`config.mk`:
```
export PLATFORM = sky130hd
export DESIGN_NAME = window_gen_3x3
export DESIGN_NICKNAME = d
export VERILOG_FILES = /design/src/rtl/window_gen_3x3.sv
export SDC_FILE = /design/constraint.sdc
export NUM_CORES = 1
export LEC_CHECK = 0
export CORE_UTILIZATION = 35
export CTS_CLUSTER_SIZE = 14
export DETAILED_ROUTE_END_ITERATION = 10
export SYNTH_ARGS = -nofsm -noshare
export SYNTH_HDL_FRONTEND = slang
export SYNTH_SLANG_ARGS = --single-unit
```
`constraint.sdc`:
```
create_clock -name clk -period 5.7 [get_ports clk]
set_input_delay 1.425 -clock clk [delete_from_list [all_inputs] [get_ports clk]]
set_output_delay 1.425 -clock clk [all_outputs]
set_load 0.03 [all_outputs]
```
`src/rtl/window_gen_3x3.sv`:
```
// 3x3 sliding-window generator over a raster pixel stream, built from two line buffers.
// Its nine outputs and win_valid feed the median sorter directly.
module window_gen_3x3 #(
   parameter int LINE_W = 16,
   parameter int PIX_W  = 8
) (
   input  logic             clk,
   input  logic             rst,
   input  logic [PIX_W-1:0] pix_in,
   input  logic             pix_valid,
   input  logic             pix_sof,
   output logic [PIX_W-1:0] x_0,
   output logic [PIX_W-1:0] x_1,
   output logic [PIX_W-1:0] x_2,
   output logic [PIX_W-1:0] x_3,
   output logic [PIX_W-1:0] x_4,
   output logic [PIX_W-1:0] x_5,
   output logic [PIX_W-1:0] x_6,
   output logic [PIX_W-1:0] x_7,
   output logic [PIX_W-1:0] x_8,
   output logic             win_valid
);

   localparam int            CW       = (LINE_W > 1) ? $clog2(LINE_W) : 1;
   localparam logic [CW-1:0] COL_LAST = CW'(LINE_W - 1);

   logic [CW-1:0]    col_q, col_d, col_eff;
   logic [1:0]       row_q, row_d, row_eff;
   logic             win_valid_q, win_valid_d;
   logic [PIX_W-1:0] win_q [9];
   logic [PIX_W-1:0] lb1_q [LINE_W];
   logic [PIX_W-1:0] lb2_q [LINE_W];
   logic [PIX_W-1:0] lb1_rd, lb2_rd;

   // A start-of-frame pixel is positioned at (0,0) regardless of the running counters.
   always_comb begin
      col_eff     = pix_sof ? '0 : col_q;
      row_eff     = pix_sof ? 2'd0 : row_q;
      lb1_rd      = lb1_q[col_eff];
      lb2_rd      = lb2_q[col_eff];
      col_d       = col_eff + CW'(1);
      row_d       = row_eff;
      if (col_eff == COL_LAST) begin
         col_d = '0;
         row_d = (row_eff == 2'd2) ? 2'd2 : row_eff + 2'd1;
      end
      win_valid_d = pix_valid && (row_eff == 2'd2) && (col_eff >= CW'(2));
   end

   always_ff @(posedge clk or posedge rst) begin
      if (rst) begin
         col_q       <= '0;
         row_q       <= 2'd0;
         win_valid_q <= 1'b0;
         for (int i = 0; i < 9; i++) win_q[i] <= '0;
      end else begin
         win_valid_q <= win_valid_d;
         if (pix_valid) begin
            col_q    <= col_d;
            row_q    <= row_d;
            win_q[0] <= win_q[1];
            win_q[1] <= win_q[2];
            win_q[2] <= lb2_rd;
            win_q[3] <= win_q[4];
            win_q[4] <= win_q[5];
            win_q[5] <= lb1_rd;
            win_q[6] <= win_q[7];
            win_q[7] <= win_q[8];
            win_q[8] <= pix_in;
         end
      end
   end

   // Line buffers hold no reset; win_valid only rises once both lines are rewritten in-frame.
   always_ff @(posedge clk) begin
      if (pix_valid) begin
         lb2_q[col_eff] <= lb1_rd;
         lb1_q[col_eff] <= pix_in;
      end
   end

   assign x_0       = win_q[0];
   assign x_1       = win_q[1];
   assign x_2       = win_q[2];
   assign x_3       = win_q[3];
   assign x_4       = win_q[4];
   assign x_5       = win_q[5];
   assign x_6       = win_q[6];
   assign x_7       = win_q[7];
   assign x_8       = win_q[8];
   assign win_valid = win_valid_q;

endmodule

```
==> results.py, run 1 <==
metrics = {
    "outcome": {
        "status": "complete, no violations",
    },
    "cts": {
        "ctsHoldBuffers": 0,
        "ctsResizeCount": 0,
        "cts_buffer_depth": 3,
        "worstSkewPairLatency_ps": 530,
        "cts_tree": "yes",
        "cts_root_buf": "clkbuf_16",
        "clock_sinks": 335,
        "cts_htree_levels": 2,
        "cts_made_buffers": 37,
        "path_clk_slew_ps": 60,
        "post_cts_buffers": 0,
    },
    "synth": {
        "synth_edf_count": 256,
        "synth_area_um2": 13260,
        "yosys_warnings": 0,
        "synth.distinct_cells": 52,
        "netlist.top_cell.by_area": "edfxtp_1",
        "syn_inst": 772,
        "synth-compound-area-share_pct": 7.273,
        "ys_seq_elements": 335,
        "synth_top_area_share_pct": 57.96,
        "synth_top_family_by_area": "multiplexers",
        "synth_mux_area_share_pct": 11.70,
        "synthAdderAreaFrac_pct": 0.2830,
        "synth_async_sr_flop_share_pct": 23.58,
        "synth_xor_area_share_pct": 0,
        "synth.avg_cell_area_um2": 17.18,
        "synthSimpleGateAreaFrac_pct": 5.547,
        "ys.flop_type": "edfxtp_1",
        "ys_seq_area_share_pct": 72.86,
        "syn-num-nets": 787,
        "synth_area_leaders": "edfxtp_1, dfrtp_1, mux2_2",
    },
    "finish": {
        "syn_to_final_growth_pct": 19.50,
        "drive_gt1_share_pct": 20.81,
        "nets": 881,
        "nFillCells": 3299,
        "fin_area_um2": 15850,
        "n_antenna_cell": 0,
    },
    "setup_path": {
        "arrival_ps": 3940,
        "cp-end-kind": "flop",
        "startpoint": "pix_sof",
        "r2r_start": "col_q[0]",
        "rr_worst_depth": 4,
        "endpoint": "lb2_q[12][4]",
        "r2r_slack_ps": 2140,
        "cp-start-kind": "input pin",
        "r2r-end": "lb1_q[7][6]",
        "cp.required_ps": 5890,
        "path_class": "in -> reg",
        "cp_max_fo": 37,
    },
    "route": {
        "drc": 0,
        "drtPass1Iterations": 5,
        "vias": 7271,
        "totalWireLength_mm": 31.43,
        "ant_nets": 0,
        "drt-wirelength-per-cell_um": 22.48,
        "via_per_inst": 5.201,
        "drt_iter0_drc": 560,
    },
    "floorplan": {
        "num_rows": 70,
        "die_area_um2": 38680,
        "die_w_um": 196.7,
        "io_pins": 85,
        "initial_core_util_pct": 35.89,
        "coreArea_um2": 36960,
        "dieHeight_um": 196.7,
    },
    "placement": {
        "postPlaceCellArea_um2": 14630,
        "gp_congestion": 0.7944,
        "dpl.hpwl_mm": 18.98,
        "port-buffer-count": 84,
    },
    "timing": {
        "fin_setup_tns_ps": 0,
        "slew_viol_final": 0,
        "finalHoldViolCount": 0,
        "finalCritPeriodShare_pct": 65.83,
        "fmax_mhz": 266.5,
        "finalCriticalPeriod_ps": 3752,
        "worst_pin_slew_ps": 956.3,
        "rsz0062_at_grt": "no",
        "maxSlewHeadroom_pct": 36.25,
        "final-setup-viol-count": 0,
        "skew_ps": 27.33,
    },
    "pwr": {
        "power.density_nw_per_um2": 431.0,
        "p_leak_nw": 5.552,
        "irDropWorstVdd_uv": 236.0,
    },
    "run": {
        "cap_violations": 0,
    },
    "global_route": {
        "grt_overflow": 0,
        "grt_pass1_vias": 7255,
        "grt_pass1_wl_mm": 47.22,
        "grt.total_usage_pct": 16.53,
        "antenna_found_initial": 0,
        "grt_max_degree": 67,
    },
    "hold_path": {
        "hp-class": "reg -> reg",
    },
}
-- kinds of logic (layout without fill, tap and decap cells) --
kind of cell | after synthesis | after routing
simple gates | 122 | 122
fa+ha+maj | 3 | 3
flops | 335 | 335
mux | 133 | 133
buf+inv | 58 | 180
compound gates | 121 | 121
-- cell type report --
cell class                      instances  area (um^2)  share of cell area, %
Sequential cell                       335         9669                  61.00
Inverter                                6        25.02                 0.1579
Clock buffer                           47         1025                  6.465
Tap cell                              504        630.6                  3.979
Clock inverter                         20        192.7                  1.216
Timing Repair Buffer                  107         1006                  6.347
Multi-Input combinational cell        379         3302                  20.83
-- synth_stat cells (2+ instances only) --
library cell / number
edfxtp_1: 256
dfrtp_1: 79
mux2_2: 66
mux2i_1: 56
a21oi_1: 33
nor2_1: 27
buf_2: 26
nand3b_1: 25
nor2b_1: 15
clkbuf_1: 14
a221oi_1: 13
mux4_2: 11
nand3_1: 11
nand2b_1: 10
a221o_1: 9
nand2_1: 9
o22ai_1: 8
a211oi_2: 7
buf_6: 7
o221ai_1: 7
o32a_1: 7
a211oi_1: 5
a41oi_1: 5
nor3_1: 5
o21ai_0: 5
o2bb2ai_1: 5
or3_1: 5
and3b_1: 4
inv_1: 4
o311ai_0: 4
a41oi_2: 3
buf_1: 3
ha_1: 3
a211o_1: 2
a22o_1: 2
buf_4: 2
inv_2: 2
o221a_2: 2
or3b_1: 2
-- worst max-delay path, cell delays in order --
cell,delay [ps]
buf_2,540
nor2b_4,140
inv_2,490
ha_1,240
nand2_1,110
nor2_1,550
buf_4,400
-- worst min path at each step --
stage / from / endpoint / depth (start not counted)
after global placement: row_q[0] / row_q[0] / 1
after global routing: x_0[3] / x_0[3] / 1
after CTS: x_6[7] / x_6[7] / 1
final: x_6[7] / x_6[7] / 1
after floorplan: row_q[0] / row_q[0] / 1
after detailed placement: row_q[1] / row_q[1] / 1
-- cells in the final DEF (no fill, tap or decap), drive strengths merged, types with 11 or more instances in the layout --
master         count
mux2i             56
buf               25
clkdlybuf4s50     82
nor2              27
clkinv            12
edfxtp           256
a21oi             34
nand3             11
nand3b            26
clkbuf            47
mux2              66
a221oi            13
nor2b             16
mux4              11
a211oi            12
dfrtp             79
-- per-layer routing --
metal  vias up  track usage, %  share of wire, %
li1       3239               -                 -
met1      3802           21.77                44
met2       178           27.07                49
met3        52           3.508               4.8
met4         0           5.800               2.8
met5         -               0                 0
-- where the power goes --
group / internal (mW) / switching (mW) / leakage (nW)
registers: 2.95 / 0.202 / 3.23
clock network: 1.38 / 0.974 / 0.598
logic: 0.527 / 0.793 / 1.72
total: 4.86 / 1.97 / 5.55
-- sequential cells by signal, summed over array words and instances, names as in the netlist --
signal,count
x_7,8
lb2_q,128
x_0,8
win_valid,1
x_4,8
x_8,8
x_1,8
x_5,8
x_3,8
lb1_q,128
row_q,2
col_q,4
x_2,8
x_6,8
-- per-stage QoR --
stage,instances,setup slack [ps],power [mW],util [%],hold WS [ps]
6_report,1398,1948,6.832,42.88,502.6
5_1_grt,1398,1832,7.101,42.88,517.8
4_1_cts,1398,1978,6.912,42.88,507.5
3_5_place_dp,1331,1435,4.537,39.59,490.7
3_3_place_gp,1331,1480,4.520,39.59,483.1
2_1_floorplan,772,1826,3.977,-,467.1
Note: power is estimated with default switching activity, not from simulation.
==> run 2: changes to the inputs <==
==> constraint.sdc (replaced) <==
create_clock -name clk -period 3.45 [get_ports clk]
set_input_delay 0.8625 -clock clk [delete_from_list [all_inputs] [get_ports clk]]
set_output_delay 0.8625 -clock clk [all_outputs]
set_load 0.03 [all_outputs]
==> run 2 against run 1 <==
Against the previous run: first-iteration DRC count is 5.2% lower; via count increased by 2.7%; cell count increased by 3.0%; count of clock-buffer cells in the layout grew 7; sequential cell count unchanged; combinational power increased by 77%; register-to-register slack got worse by 1400 ps; clock skew down 11 ps; critical endpoint is now lb1_q[3][0]; largest cell class unchanged.
==> results.py, run 2 (same netlist as run 1, synthesis figures left out) <==
metrics = {
    "cts": {
        "path_clk_slew_ps": 60,
        "cts_buffer_depth": 3,
        "cts_htree_levels": 2,
        "cts_made_buffers": 38,
        "ctsResizeCount": 0,
        "post_cts_buffers": 0,
        "ctsHoldBuffers": 0,
        "worstSkewPairLatency_ps": 530,
        "clock_sinks": 335,
        "cts_tree": "yes",
        "cts_root_buf": "clkbuf_16",
    },
    "finish": {
        "drive_gt1_share_pct": 23.40,
        "fin_area_um2": 16190,
        "reg.largest.list": "lb1_q (128), lb2_q (128)",
        "final_common_cell": "edfxtp_1",
        "syn_to_final_growth_pct": 22.03,
        "fin_cells": 1440,
        "n_antenna_cell": 0,
        "nets": 922,
        "fin_util_pct": 43.79,
        "layout_common_cells": "edfxtp_1, clkdlybuf4s50_1, dfrtp_1, mux2_2, buf_4",
    },
    "timing": {
        "slew_viol_final": 0,
        "fmax_mhz": 375.8,
        "finalCriticalPeriod_ps": 2661,
        "final-setup-viol-count": 0,
        "skew_ps": 15.87,
        "finalCritPeriodShare_pct": 77.13,
        "finalHoldViolCount": 0,
        "maxSlewHeadroom_pct": 48.27,
        "fin_setup_tns_ps": 0,
        "worst_pin_slew_ps": 773.6,
        "rsz0062_at_grt": "no",
    },
    "global_route": {
        "grt_overflow": 0,
        "grt_max_degree": 77,
        "grt_pass1_wl_mm": 48.43,
        "grt.total_usage_pct": 16.95,
        "antenna_found_initial": 0,
        "grt_pass1_vias": 7442,
    },
    "floorplan": {
        "coreArea_um2": 36960,
        "initial_core_util_pct": 35.89,
        "die_w_um": 196.7,
        "die_area_um2": 38680,
        "num_rows": 70,
        "dieHeight_um": 196.7,
        "io_pins": 85,
    },
    "route": {
        "top_layer_used": "met4",
        "vias": 7464,
        "drt-wirelength-per-cell_um": 22.44,
        "ant_nets": 0,
        "drt_iter0_drc": 531,
        "totalWireLength_mm": 32.31,
        "drc": 0,
        "wl_met1_mm": 14.17,
        "wl_met2_mm": 15.54,
        "wl_met3_mm": 1.639,
        "via_per_inst": 5.183,
        "drtPass1Iterations": 5,
    },
    "setup_path": {
        "critical_path_buf_inv_count": 2,
        "crit_family": "simple AND/OR/NAND/NOR gates",
        "cp.required_ps": 3650,
        "cp-end-kind": "flop",
        "arrival_ps": 2860,
        "cp_slowest_cell": "dfrtp_2",
        "cp_max_fo": 25,
        "slowest_delay_ps": 780,
        "cp-start-kind": "flop",
        "path_class": "reg -> reg",
        "cp_common_cell": "buf_4",
        "worstPathCellList": "buf_4, and2b_1, nand3_1, nor2_1, buf_4",
    },
    "hold_path": {
        "hp-class": "reg -> reg",
    },
    "placement": {
        "dpl.hpwl_mm": 20.23,
        "postPlaceCellArea_um2": 15000,
        "dp.cells": 1371,
        "gp_congestion": 0.7915,
        "port-buffer-count": 84,
    },
    "run": {
        "cap_violations": 0,
    },
    "pwr": {
        "power.density_nw_per_um2": 702.1,
        "p_total_mw": 11.36,
        "p_leak_nw": 5.750,
        "irDropWorstVdd_uv": 299.4,
    },
    "outcome": {
        "status": "complete, no violations",
    },
}
run 2: metal layers:
metal,GRT usage [%],up-vias
met3,2.550,61
met5,0,-
met2,27.54,217
li1,-,3321
met1,23.25,3865
met4,5.857,0
run 2: worst reg2reg max path, cell delays in order (launching register included):
cell and delay (ps):
dfrtp_2 780, buf_4 350, and2b_1 220, nand3_1 240, nor2_1 410, buf_4 330
run 2: where the power goes:
group | leakage [nW] | switching (mW) | internal (mW)
Sequential | 3.23 | 0.298 | 4.87
Combinational | 1.95 | 1.37 | 0.964
Clock | 0.572 | 1.57 | 2.28
run 2: final timing paths:
check / startpoint / end / slack (ps) / cells after the start
min in group asynchronous: rst / x_4[1] / 740 / 2
min: x_3[0] / x_3[0] / 500 / 1
max in group asynchronous: rst / x_7[1] / 2080 / 3
max reg2reg: col_q[1] / lb1_q[3][0] / 790 / 5
max: col_q[1] / lb1_q[3][0] / 790 / 5
min reg2reg: x_3[0] / x_3[0] / 500 / 1
run 2: layout make-up:
| class | count | area [um^2] |
|---|---|---|
| clock inverters | 15 | 137.6 |
| multi-input cells | 379 | 3302 |
| fillers | 3313 | 20770 |
| clock buffers | 54 | 1052 |
| flip-flops and latches | 335 | 9669 |
| inverters | 6 | 25.02 |
| repair buffers | 147 | 1369 |
| well taps | 504 | 630.6 |
run 2: stage by stage:
stage | worst slack, ps | hold slack, ps
floorplan | 138.8 | 467.1
global route | 650.8 | 508.3
detailed placement | 385.2 | 485.0
finish | 789.1 | 502.1
CTS | 759.0 | 505.7
global placement | 414.3 | 484.4
